$ cat config.mk
export PLATFORM = sky130hd
export DESIGN_NAME = fifo_flush_writer
export DESIGN_NICKNAME = d
export VERILOG_FILES = /design/src/rtl/fifo_flush_writer.sv
export SDC_FILE = /design/constraint.sdc
export NUM_CORES = 1
export LEC_CHECK = 0
export CAP_MARGIN = 20
export CORE_UTILIZATION = 50
export DETAILED_ROUTE_END_ITERATION = 16
export PLACE_DENSITY = 0.79
export SLEW_MARGIN = 20
export SYNTH_ARGS = -nofsm -noshare
export SYNTH_HDL_FRONTEND = slang
export SYNTH_SLANG_ARGS = --single-unit
$ cat constraint.sdc
create_clock -name wclock -period 2.3 [get_ports wclock]
set_clock_uncertainty 0.15 [all_clocks]
set_input_delay 0.69 -clock wclock [delete_from_list [all_inputs] [get_ports wclock]]
set_output_delay 0.69 -clock wclock [all_outputs]
set_load 0.005 [all_outputs]
$ cat src/rtl/fifo_flush_writer.sv
// fifo_flush_writer: serializes 32-bit words into nibble FIFO writes.
// Optional nibble counter: define FIFO_FLUSH_WRITER_STATS_EN.
module fifo_flush_writer #(
  parameter int NIBBLES    = 8,
  parameter int FLUSH_HOLD = 4
) (
  input  logic        wclock,
  input  logic        reset,
  input  logic        word_valid_i,
  input  logic [31:0] word_data_i,
  input  logic        word_flush_i,
  output logic        word_ready_o,
  input  logic        fifo_full_i,
  output logic        fifo_wr_valid_o,
  output logic [3:0]  fifo_wr_data_o,
  output logic        fifo_flush_o,
  output logic        busy_o
`ifdef FIFO_FLUSH_WRITER_STATS_EN
  ,
  output logic [15:0] nibble_count_o
`endif
);

  typedef enum logic [1:0] {
    IDLE,
    SEND,
    FLUSH
  } state_t;

  state_t      state_q;
  state_t      state_d;
  logic [2:0]  idx_q;
  logic [3:0]  hold_q;
  logic [31:0] word_q;
  logic        flush_q;
  logic        armed_q;
  logic        accept;
  logic        last_wr;
  logic        hold_done;

  // armed_q keeps ready low until the first edge after reset release
  assign word_ready_o    = (state_q == IDLE) && armed_q;
  assign accept          = word_valid_i && word_ready_o;
  assign fifo_wr_valid_o = (state_q == SEND) && !fifo_full_i;
  assign last_wr         = fifo_wr_valid_o
                         && (idx_q == 3'(NIBBLES - 1));
  assign hold_done       = hold_q == 4'(FLUSH_HOLD - 1);
  assign fifo_wr_data_o  = (state_q == SEND)
                         ? word_q[{idx_q, 2'b00} +: 4]
                         : 4'h0;
  assign fifo_flush_o    = state_q == FLUSH;
  assign busy_o          = state_q != IDLE;

  // state register
  always_ff @(posedge wclock or negedge reset) begin
    if (!reset) state_q <= IDLE;
    else        state_q <= state_d;
  end

  // next-state decode
  always_comb begin
    state_d = state_q;
    unique case (state_q)
      IDLE:  if (accept) state_d = SEND;
      SEND:  if (last_wr) state_d = flush_q ? FLUSH : IDLE;
      FLUSH: if (hold_done) state_d = IDLE;
      default: state_d = IDLE;
    endcase
  end

  // word capture, nibble index and flush hold counter
  always_ff @(posedge wclock or negedge reset) begin
    if (!reset) begin
      armed_q <= 1'b0;
      word_q  <= '0;
      flush_q <= 1'b0;
      idx_q   <= '0;
      hold_q  <= '0;
    end else begin
      armed_q <= 1'b1;
      if (accept) begin
        word_q  <= word_data_i;
        flush_q <= word_flush_i;
        idx_q   <= '0;
      end else if (fifo_wr_valid_o) begin
        idx_q <= idx_q + 3'd1;
      end
      hold_q <= (state_q == FLUSH) ? hold_q + 4'd1 : 4'd0;
    end
  end

`ifdef FIFO_FLUSH_WRITER_STATS_EN
  // running count of nibble writes, wraps naturally
  always_ff @(posedge wclock or negedge reset) begin
    if (!reset)               nibble_count_o <= '0;
    else if (fifo_wr_valid_o) nibble_count_o <= nibble_count_o + 16'd1;
  end
`endif

endmodule

=== Word level (Yosys, flattened, before mapping) ===
Index checks and enable logic that the tools add are counted.

* Register bits after elaboration: 43
* Word-level logic and storage cells: 34

* Eq/ne operators: 7
* Reduce and logical (&&, ||, !) cells: 9
* $add $sub $neg: 2
* Shifts and indexed selects: 1
* Multiplexer cells: 9

{| class="wikitable"
|+ Operators with widths
! operator !! number
|-
| $shiftx 32x6->4 || 1
|-
| $mux 2 || 4
|-
| $mux 4 || 2
|-
| $mux 3 || 2
|-
| $pmux 2 s3 || 1
|-
| $add 4x1->4 const B || 1
|-
| $eq 4x2->1 const B || 1
|-
| $logic_and 1x1->1 || 4
|-
| $ne 2x2->1 const B || 2
|-
| $reduce_bool 2->1 || 2
|-
| $add 3x1->3 const B || 1
|-
| $eq 3x3->1 const B || 1
|-
| $reduce_and 3->1 || 1
|-
| $eq 2x1->1 const B || 1
|-
| $eq 2x2->1 const B || 1
|-
| $logic_not 2->1 || 1
|-
| $ne 2x1->1 const B || 1
|-
| $logic_not 1->1 || 1
|}

=== Longest topological paths before layout ===
Gate-level depths: netlist of the first run.

* Depth in word-level cells: 5
* Mapped depth: 5

=== Worst setup path before layout of the first run ===
Ideal clock, no wire load.

* Path type: register -> output
* Start point: register idx_q[1]
* End point: output fifo_wr_data_o[2]
* Path slack: 0.262 ns
* Cell stages (with the launch flop): 6
* Arrival time: 1.198 ns
* Buffers on the path: 2
* Data required time: 1.460 ns
* Cell sequence: dfrtp_1 > buf_2 > buf_4 > mux2i_1 > nand3_1 > and4_1

* Longest elaborated chain between the ends: 2

{| class="wikitable"
|+ Ends and longest elaborated chain
! element !! line !! text
|-
| from (decl) || 32 || <nowiki>logic [2:0] idx_q;</nowiki>
|-
| from (signal assigned) || 86 || <nowiki>idx_q <= idx_q + 3'd1;</nowiki>
|-
| $shiftx 32x6->4 || 49 || <nowiki>? word_q[{idx_q, 2'b00} +: 4]</nowiki>
|-
| $mux 4 || 49 ||
|-
| to (decl) || 15 || <nowiki>output logic [3:0] fifo_wr_data_o,</nowiki>
|}

No other way between the ends.

=== Final worst setup path of the first run ===
* Start point: register idx_q[1]
* End point: output fifo_wr_data_o[3]

Same word-level chain as after synthesis.

==> metrics, run 1 <==
Core Region=0.00406 mm2; P_leak=1.34 nW; Startpoint Class=register; count of different cell masters after synthesis=28; R2R depth=9; EDFF count, synth=0; Nets=268; total track usage=22.7%; crit-path max cell delay=0.40 ns; largest area contributor in the netlist=dfrtp_1; combinational share of power=46.1%; RSZ-0062 raised after global routing=true; compound-gate portion of the synthesized area=under 10%; DR WL/cell=15.3 um; mux share of post-synthesis cell area=29.4%; Crit Path Max Fanout=5; first-pass GRT wire length=7.42 mm; HPWL after DPL=between 3 and 4 mm; Remaining DRCs=0; # rows=23; CP max-delay cell=dfrtp_1; sequential power share=38.6%; fin crit share=105%; Max-Cap Viols=0; RR Startpoint=idx_q[1]; status=finished, violations left; critical setup path kind=reg -> out; hold buffers post-CTS=0; CP dominant cell by count=buf_6; first drt pass iteration count=4; Synth area leaders=dfrtp_1 50%, mux2_4 18%, mux2i_1 7.5%, buf_12 3.7%, mux2_2 3.7%; clk slew on worst S/H paths=0.08 ns; final worst setup slack=-0.124 ns; Cell Pwr Density=1160 mW/mm2; Port-buffer cells=44; vias in the first global route=1,607; via count=around 1,400; end of the critical path=fifo_wr_data_o[3]; count leader, synth=dfrtp_1; post-synthesis xor/xnor area fraction=1.23%; Worst-Skew Late Latency=between 0.2 and 0.3 ns; RR Endpoint=state_q[1]; reg2reg setup slack=0.47 ns; Worst setup startpoint=idx_q[1]; CTS tree=yes; Synth Area in Simple Gates=9.54%; Fin Hold WS=0.186 ns; fmax=0.412 GHz; Clock Sinks=43; Worst path top cell family by delay=buffers and inverters; WP data arrival=1.58 ns; min Tclk post-route=2.42 ns; antenna violations before repair=0; Synth Cell Area=0.00214 mm2; DP Worst Slack=-0.403 ns; final setup TNS=-0.454 ns; register area share after synthesis=50.3%; internal power=0.00236 W; CP required=1.46 ns; Synth Net Count=between 150 and 200; Total Power=0.00338 W; final instance area=0.00291 mm2; net switching power=0.00102 W; Mapped Avg Cell Area=13.8 um2; I/O pins=45; adder-cell area share of the yosys netlist=between 1.5 and 2%; top_reg_cell synth=dfrtp_1; ANT nets after route=0; largest net degree at the start of global routing=25; die height=around 67 um; synth cell count leaders=43 x dfrtp_1, 26 x mux2_4, 16 x mux2i_1; failing checks=negative setup slack; CTS H-Tree Depth=2; area share of the largest cell type after synthesis=around half; TritonCTS buffer count=5; CP bufs+invs=4; P&R area growth vs syn=35.9%; Setup crit end kind=output pin; Gate Count Post-Synth=about 160; synthesized flop and latch total=43; routed vias/inst=roughly 5.2; Synth warnings=0; Bufs on Longest Clock Path=2; placed instance area=0.00267 mm2; final WL=4.28 mm; Die ar.=~0.0045 mm2; root buf cell=clkbuf_8; grt total ovfl=0; Initial Util=52.7%; Worst IR Drop VDD=0.649 mV; initial DRC count=44; ys async rst share=100%; largest family of logic cells by synthesized area=multiplexers; crit path cell chain=buf_6, buf_6, buf_6, mux2i_1, nand2_1, and4_1, buf_2; Clock Power Share=15.2%; Ant. Diodes=0; Crit. path cell count=7; die width=67.4 um; final setup vio count=4; Worst Hold Class=in -> async; RD Place Congestion=0.760; layout cells sized above 1=35.8%; Sw Share=30.1%; Hold Vio Cnt, Final=0; Slew Limit Fails=0
## logic make-up (layout without fill, tap and decap cells)
logic type	Yosys count	after routing
mux	49	49
flops	43	43
simple gates	36	36
compound gates	10	10
buf+inv	10	84
fa+ha+maj	3	3
xor+xnor	3	3
other cells	1	1
## cell usage in the layout (no fill, tap or decap), drive strengths merged
| master | instances |
|---|---|
| dfrtp | 43 |
| buf | 35 |
| clkdlybuf4s50 | 34 |
| mux2 | 33 |
| mux2i | 16 |
| nand2 | 11 |
| clkbuf | 9 |
| nor2 | 6 |
| a21oi | 6 |
| nand3 | 5 |
| and4 | 4 |
| nor2b | 3 |
| ha | 3 |
| dlygate4sd2 | 3 |
| nor3b | 3 |
| inv | 2 |
| xnor2 | 2 |
| o21ai | 2 |
| and2 | 2 |
| or2b | 1 |
| nand2b | 1 |
| xor2 | 1 |
| o21bai | 1 |
| o22ai | 1 |
| conb | 1 |
| dlymetal6s2s | 1 |
## state kept, by name, indices dropped and copies added (netlist names)
name	cells
word_q	32
hold_q	4
idx_q	3
armed_q	1
flush_q	1
state_q	2
## metal layers
metal | global-route usage, % | up-vias | routed length [um]
met5 | 0 | - | 0
met3 | 5.07 | 10 | 186
met2 | 37.5 | 42 | 2140
li1 | - | 684 | -
met4 | 10.1 | 0 | 85
met1 | 28.2 | 704 | 1870
## worst min-delay path by stage
stage / from / endpoint / depth (start not counted) / slack (ns)
final: reset / hold_q[1] / 1 / 0.19
after global routing: reset / hold_q[1] / 1 / 0.21
after CTS: reset / word_q[20] / 1 / 0.19
after detailed placement: hold_q[0] / hold_q[0] / 1 / 0.31
after global placement: hold_q[0] / hold_q[0] / 1 / 0.29
after floorplan: reset / armed_q / 0 / 0.24
## power by group through the flow
stage | Sequential (W) | Combinational (W) | Clock, W
detailed placement | 0.00130 | 0.00142 | 0
CTS | 0.00129 | 0.00153 | 0.000528
global placement | 0.00128 | 0.00138 | 0
finish | 0.00131 | 0.00156 | 0.000516
global route | 0.00135 | 0.00170 | 0.000565
floorplan | 0.00123 | 0.000956 | 0
## metrics by stage
stage | utilization (%) | std cells
after floorplan | - | 155
after global placement | 65.9 | 256
after detailed placement | 65.9 | 256
after CTS | 71.0 | 278
after global routing | 71.6 | 279
final | 71.6 | 279
## repair_timing
action / in CTS / in global routing
endpoints found under the hold margin: 0 / 0
setup buffers: 14 / 1
gates resized for setup: 29 / 6
setup endpoints to repair: 7 / 5
pin swaps: 8 / 4
## cell type report
class / count / area, um2
clock buffers: 8 / 100
fillers: 252 / 1150
inverters: 2 / 7.51
multi-input cells: 102 / 975
flip-flops and latches: 43 / 1080
well taps: 50 / 62.6
repair buffers: 74 / 686
Note: power is estimated with default switching activity, not from simulation.
==> inputs of run 2 (changes only) <==
- SKIP_LAST_GASP: unset -> 1
==> metrics, run 2 (synthesized netlist as in run 1, its figures left out) <==
RSZ-0062 raised after global routing=true; Core Region=0.00406 mm2; first-pass GRT wire length=roughly 7.4 mm; total track usage=22.7%; I/O pins=45; # rows=23; root buf cell=clkbuf_8; initial DRC count=44; number of flip-flops in the largest register=32; combinational share of power=between 40% and 50%; Top Registers=word_q x32, hold_q x4, idx_q x3; Crit Path Max Fanout=5; ANT nets after route=0; Total Power=about 0.0034 W; fin crit share=105%; placed instance area=approximately 0.0027 mm2; RD Place Congestion=0.760; Worst path top cell family by delay=buffers and inverters; crit path cell chain=buf_6, buf_6, buf_6, mux2i_1, nand2_1, and4_1, buf_2; final instance area=0.00290 mm2; DR WL/cell=15.4 um; vias in the first global route=1,607; internal power=0.00236 W; CTS H-Tree Depth=2; grt total ovfl=0; Sw Share=30.1%; failing checks=negative setup slack; Remaining DRCs=0; DP Cell Count=256; Largest Register=word_q; Slew Limit Fails=0; Worst-Skew Late Latency=0.29 ns; CP bufs+invs=4; CP max-delay cell=dfrtp_1; largest net degree at the start of global routing=25; Port-buffer cells=44; fillers=254; min Tclk post-route=between 2 and 2.5 ns; critical setup path kind=reg -> out; Max-Cap Viols=0; first drt pass iteration count=4; Startpoint Class=register; DP Worst Slack=-0.403 ns; P_leak=about 1.3 nW; final setup vio count=4; clk slew on worst S/H paths=0.08 ns; status=finished, violations left; Cell Pwr Density=1160 mW/mm2; final setup TNS=-0.454 ns; TritonCTS buffer count=5; Worst Hold Class=in -> async; fmax=0.412 GHz; most frequent cells in the layout=43 x dfrtp_1, 34 x clkdlybuf4s50_1, 26 x mux2_4, 22 x buf_4, 13 x mux2i_1; Clock Sinks=43; Worst IR Drop VDD=0.649 mV; Nets=268; layout cells sized above 1=35.8%; routed vias/inst=5.16; Die ar.=0.00454 mm2; final worst setup slack=-0.124 ns; CTS tree=yes; net switching power=0.00102 W; via count=1,440; most common cell after layout, fill and taps aside=dfrtp_1; Hold Vio Cnt, Final=0; Bufs on Longest Clock Path=2; CP required=1.46 ns; final WL=4.28 mm; crit-path max cell delay=0.40 ns; sequential power share=38.7%; die width=67.4 um; Ant. Diodes=0; antenna violations before repair=0; Setup crit end kind=output pin; die height=67.4 um; WP data arrival=1.58 ns; fin cells=about 280; CP dominant cell by count=buf_6; hold buffers post-CTS=0; P&R area growth vs syn=35.8%; Clock Power Share=between 15 and 20%; HPWL after DPL=3.04 mm; Initial Util=a little over half
==> run 2: path summary, 6_finish.rpt <==
kind                                          end  startpoint  slack (ns)  cells after the start
worst max-delay path            fifo_wr_data_o[3]    idx_q[1]       -0.12                      7
worst min-delay path                    hold_q[1]       reset        0.19                      1
worst max register to register         state_q[1]    idx_q[1]        0.47                      9
worst min register to register          hold_q[0]   hold_q[0]        0.36                      1
max in group asynchronous               word_q[0]       reset        1.14                      2
min in group wclock                     hold_q[0]   hold_q[0]        0.36                      1
==> run 2: worst reg2reg max path, stage by stage (launching register included) <==
cell     delay, ns
dfrtp_1       0.40
buf_6         0.14
buf_6         0.12
buf_4         0.13
buf_4         0.13
ha_1          0.17
ha_1          0.17
nor2b_1       0.14
nand2_1       0.08
o22ai_1       0.08
==> run 2: through the flow <==
step	utilization (%)	hold slack [ns]
finish	71.5	0.186
global route	71.5	0.213
global placement	65.9	0.293
floorplan	-	0.244
CTS	71.0	0.190
detailed placement	65.9	0.305
==> run 2: per-layer routing <==
metal  up-vias  share of wire [%]  global-route usage (%)
li1        684                  -                       -
met1       704                 44                    28.2
met2        42                 50                    37.5
met3        10                4.3                    5.07
met4         0                2.0                    10.1
met5         -                  0                       0
==> run 2: power groups by stage <==
| stage | clock, W | sequential (W) | combinational [W] |
|---|---|---|---|
| after global routing | 0.000565 | 0.00135 | 0.00169 |
| final | 0.000516 | 0.00131 | 0.00155 |
| after global placement | 0 | 0.00128 | 0.00138 |
| after CTS | 0.000528 | 0.00129 | 0.00153 |
| after detailed placement | 0 | 0.00130 | 0.00142 |
| after floorplan | 0 | 0.00123 | 0.000956 |
==> run 2: area by class of cell <==
| cell class | instances | area, um2 | area share, % |
|---|---|---|---|
| Clock buffer | 8 | 100 | 3.45 |
| Inverter | 2 | 7.51 | 0.259 |
| Multi-Input combinational cell | 102 | 975 | 33.6 |
| Sequential cell | 43 | 1080 | 37.1 |
| Tap cell | 50 | 62.6 | 2.16 |
| Timing Repair Buffer | 74 | 682 | 23.5 |
==> run 2: what timing repair did <==
item	in CTS	in global routing
setup buffers	14	1
pin swaps	8	4
gates resized for setup	29	5
endpoints found under the setup margin	7	5
==> inputs of run 3 (changes only) <==
- CORE_ASPECT_RATIO: unset -> 2
==> metrics, run 3 (synthesized netlist as in run 1, its figures left out) <==
status=finished, violations left; failing checks=negative setup slack; CP required=1.46 ns; ANT nets after route=0; CTS tree=yes; routed vias/inst=5.22; final setup TNS=-0.352 ns; RD Place Congestion=0.740; Worst-Skew Late Latency=0.29 ns; first-pass GRT wire length=6.95 mm; RR Startpoint=state_q[1]; Worst path top cell family by delay=flip-flops; critical setup path kind=reg -> out; Slew Limit Fails=0; Initial Util=52.3%; final setup vio count=4; Worst Hold Class=in -> async; hold buffers post-CTS=0; P_leak=1.28 nW; min Tclk post-route=roughly 2.4 ns; RR Endpoint=word_q[8]; root buf cell=clkbuf_8; crit path cell chain=buf_6, buf_12, mux2i_4, nand3_1, and4_1, buf_2; Clock Sinks=43; Remaining DRCs=0; Cell Pwr Density=1150 mW/mm2; initial DRC count=6; crit-path max cell delay=0.41 ns; vias in the first global route=1,552; most common cell after layout, fill and taps aside=dfrtp_1; die width=roughly 48 um; fin cells=272; first drt pass iteration count=4; Nets=259; WP data arrival=about 1.6 ns; Hold Vio Cnt, Final=0; Setup crit end kind=output pin; Worst IR Drop VDD=about 0.73 mV; fmax=0.416 GHz; CP bufs+invs=3; most frequent cells in the layout=43 x dfrtp_1, 34 x clkdlybuf4s50_1, 26 x mux2_4, 16 x buf_4, 12 x mux2i_1; CTS H-Tree Depth=2; Bufs on Longest Clock Path=2; TritonCTS buffer count=5; final WL=4.33 mm; Port-buffer cells=44; clk slew on worst S/H paths=0.08 ns; fillers=~300; DP Cell Count=257; Top Registers=word_q x32, hold_q x4, idx_q x3; CP max-delay cell=dfrtp_1; Core Region=0.00409 mm2; layout cells sized above 1=33.2%; HPWL after DPL=3.11 mm; RSZ-0062 raised after global routing=true; Ant. Diodes=0; die height=94.5 um; DR WL/cell=15.9 um; I/O pins=45; Die ar.=0.00456 mm2; number of flip-flops in the largest register=32; antenna violations before repair=0; # rows=33; Slew @ Worst Pin=0.527 ns; Crit Path Max Fanout=5; Largest Register=word_q; via count=1,419; grt total ovfl=0; largest net degree at the start of global routing=44; Startpoint Class=register; worst rel slew slack=approximately 65%; final worst setup slack=-0.104 ns; reg2reg setup slack=between 0.4 and 0.5 ns; Max-Cap Viols=0; fin crit share=105%; P&R area growth vs syn=33.0%; R2R depth=5; total track usage=22.0%
-- run 3: changes by cell type in the layout (fill, tap and decap cells not counted), sizes merged --
| cell | change |
|---|---|
| clkbuf | -2 |
| buf | -8 |
| clkinv | +1 |
-- run 3: area by class of cell --
cell class / count / area [um2] / share of cell area (%)
inverters: 2 / 7.51 / 0.264
flip-flops and latches: 43 / 1080 / 37.8
well taps: 52 / 65.1 / 2.29
repair buffers: 65 / 612 / 21.5
multi-input cells: 102 / 1000 / 35.2
clock inverters: 1 / 5.00 / 0.176
clock buffers: 7 / 76.3 / 2.68
-- run 3: how the worst max path moves through the flow --
stage,slack [ns],endpoint,cells past startpoint,startpoint
5_1_grt,-0.18,fifo_wr_data_o[1],6,idx_q[1]
3_5_place_dp,-0.39,fifo_wr_valid_o,3,fifo_full_i
3_3_place_gp,-0.36,fifo_wr_valid_o,3,fifo_full_i
2_1_floorplan,0.26,fifo_wr_data_o[2],5,idx_q[1]
6_report,-0.10,fifo_wr_data_o[1],6,idx_q[1]
4_1_cts,-0.11,fifo_wr_data_o[1],6,idx_q[1]
-- run 3: stage by stage --
| step | hold WS, ns | area (um2) | util [%] | power [W] | worst slack (ns) |
|---|---|---|---|---|---|
| finish | 0.300 | 2840 | 69.6 | 0.00328 | -0.104 |
| global route | 0.334 | 2840 | 69.6 | 0.00348 | -0.181 |
| CTS | 0.318 | 2830 | 69.3 | 0.00328 | -0.110 |
| detailed placement | 0.309 | 2670 | 65.3 | 0.00271 | -0.388 |
| global placement | 0.289 | 2670 | 65.3 | 0.00264 | -0.361 |
| floorplan | 0.244 | 2140 | - | 0.00218 | 0.262 |
-- run 3: worst register-to-register path: cells and delay by family, from the launching register on --
family | cells | cell delay [ns]
DFF | 1 | 0.39
and+or+nand+nor | 2 | 0.45
muxes | 1 | 0.36
buffers and inverters | 2 | 0.35
-- run 3: routing by layer --
layer	vias up	global-route usage [%]	wire, um
li1	669	-	-
met1	702	24.2	1610
met2	38	37.8	2460
met3	10	4.78	162
met4	0	9.26	95
met5	-	0	0
-- run 3: what timing repair did --
| item | in CTS | in global routing |
|---|---|---|
| resized for setup | 32 | 2 |
| gates cloned | 0 | 0 |
| pin swaps | 8 | 0 |
| setup buffers | 7 | 0 |
| endpoints found under the setup margin | 7 | 5 |
-- run 3: where the power goes --
part	switching [W]	internal, W	leakage, nW
sequential	0.000249	0.00108	0.525
clock	0.000243	0.000213	0.0422
combinational	0.000536	0.000959	0.717
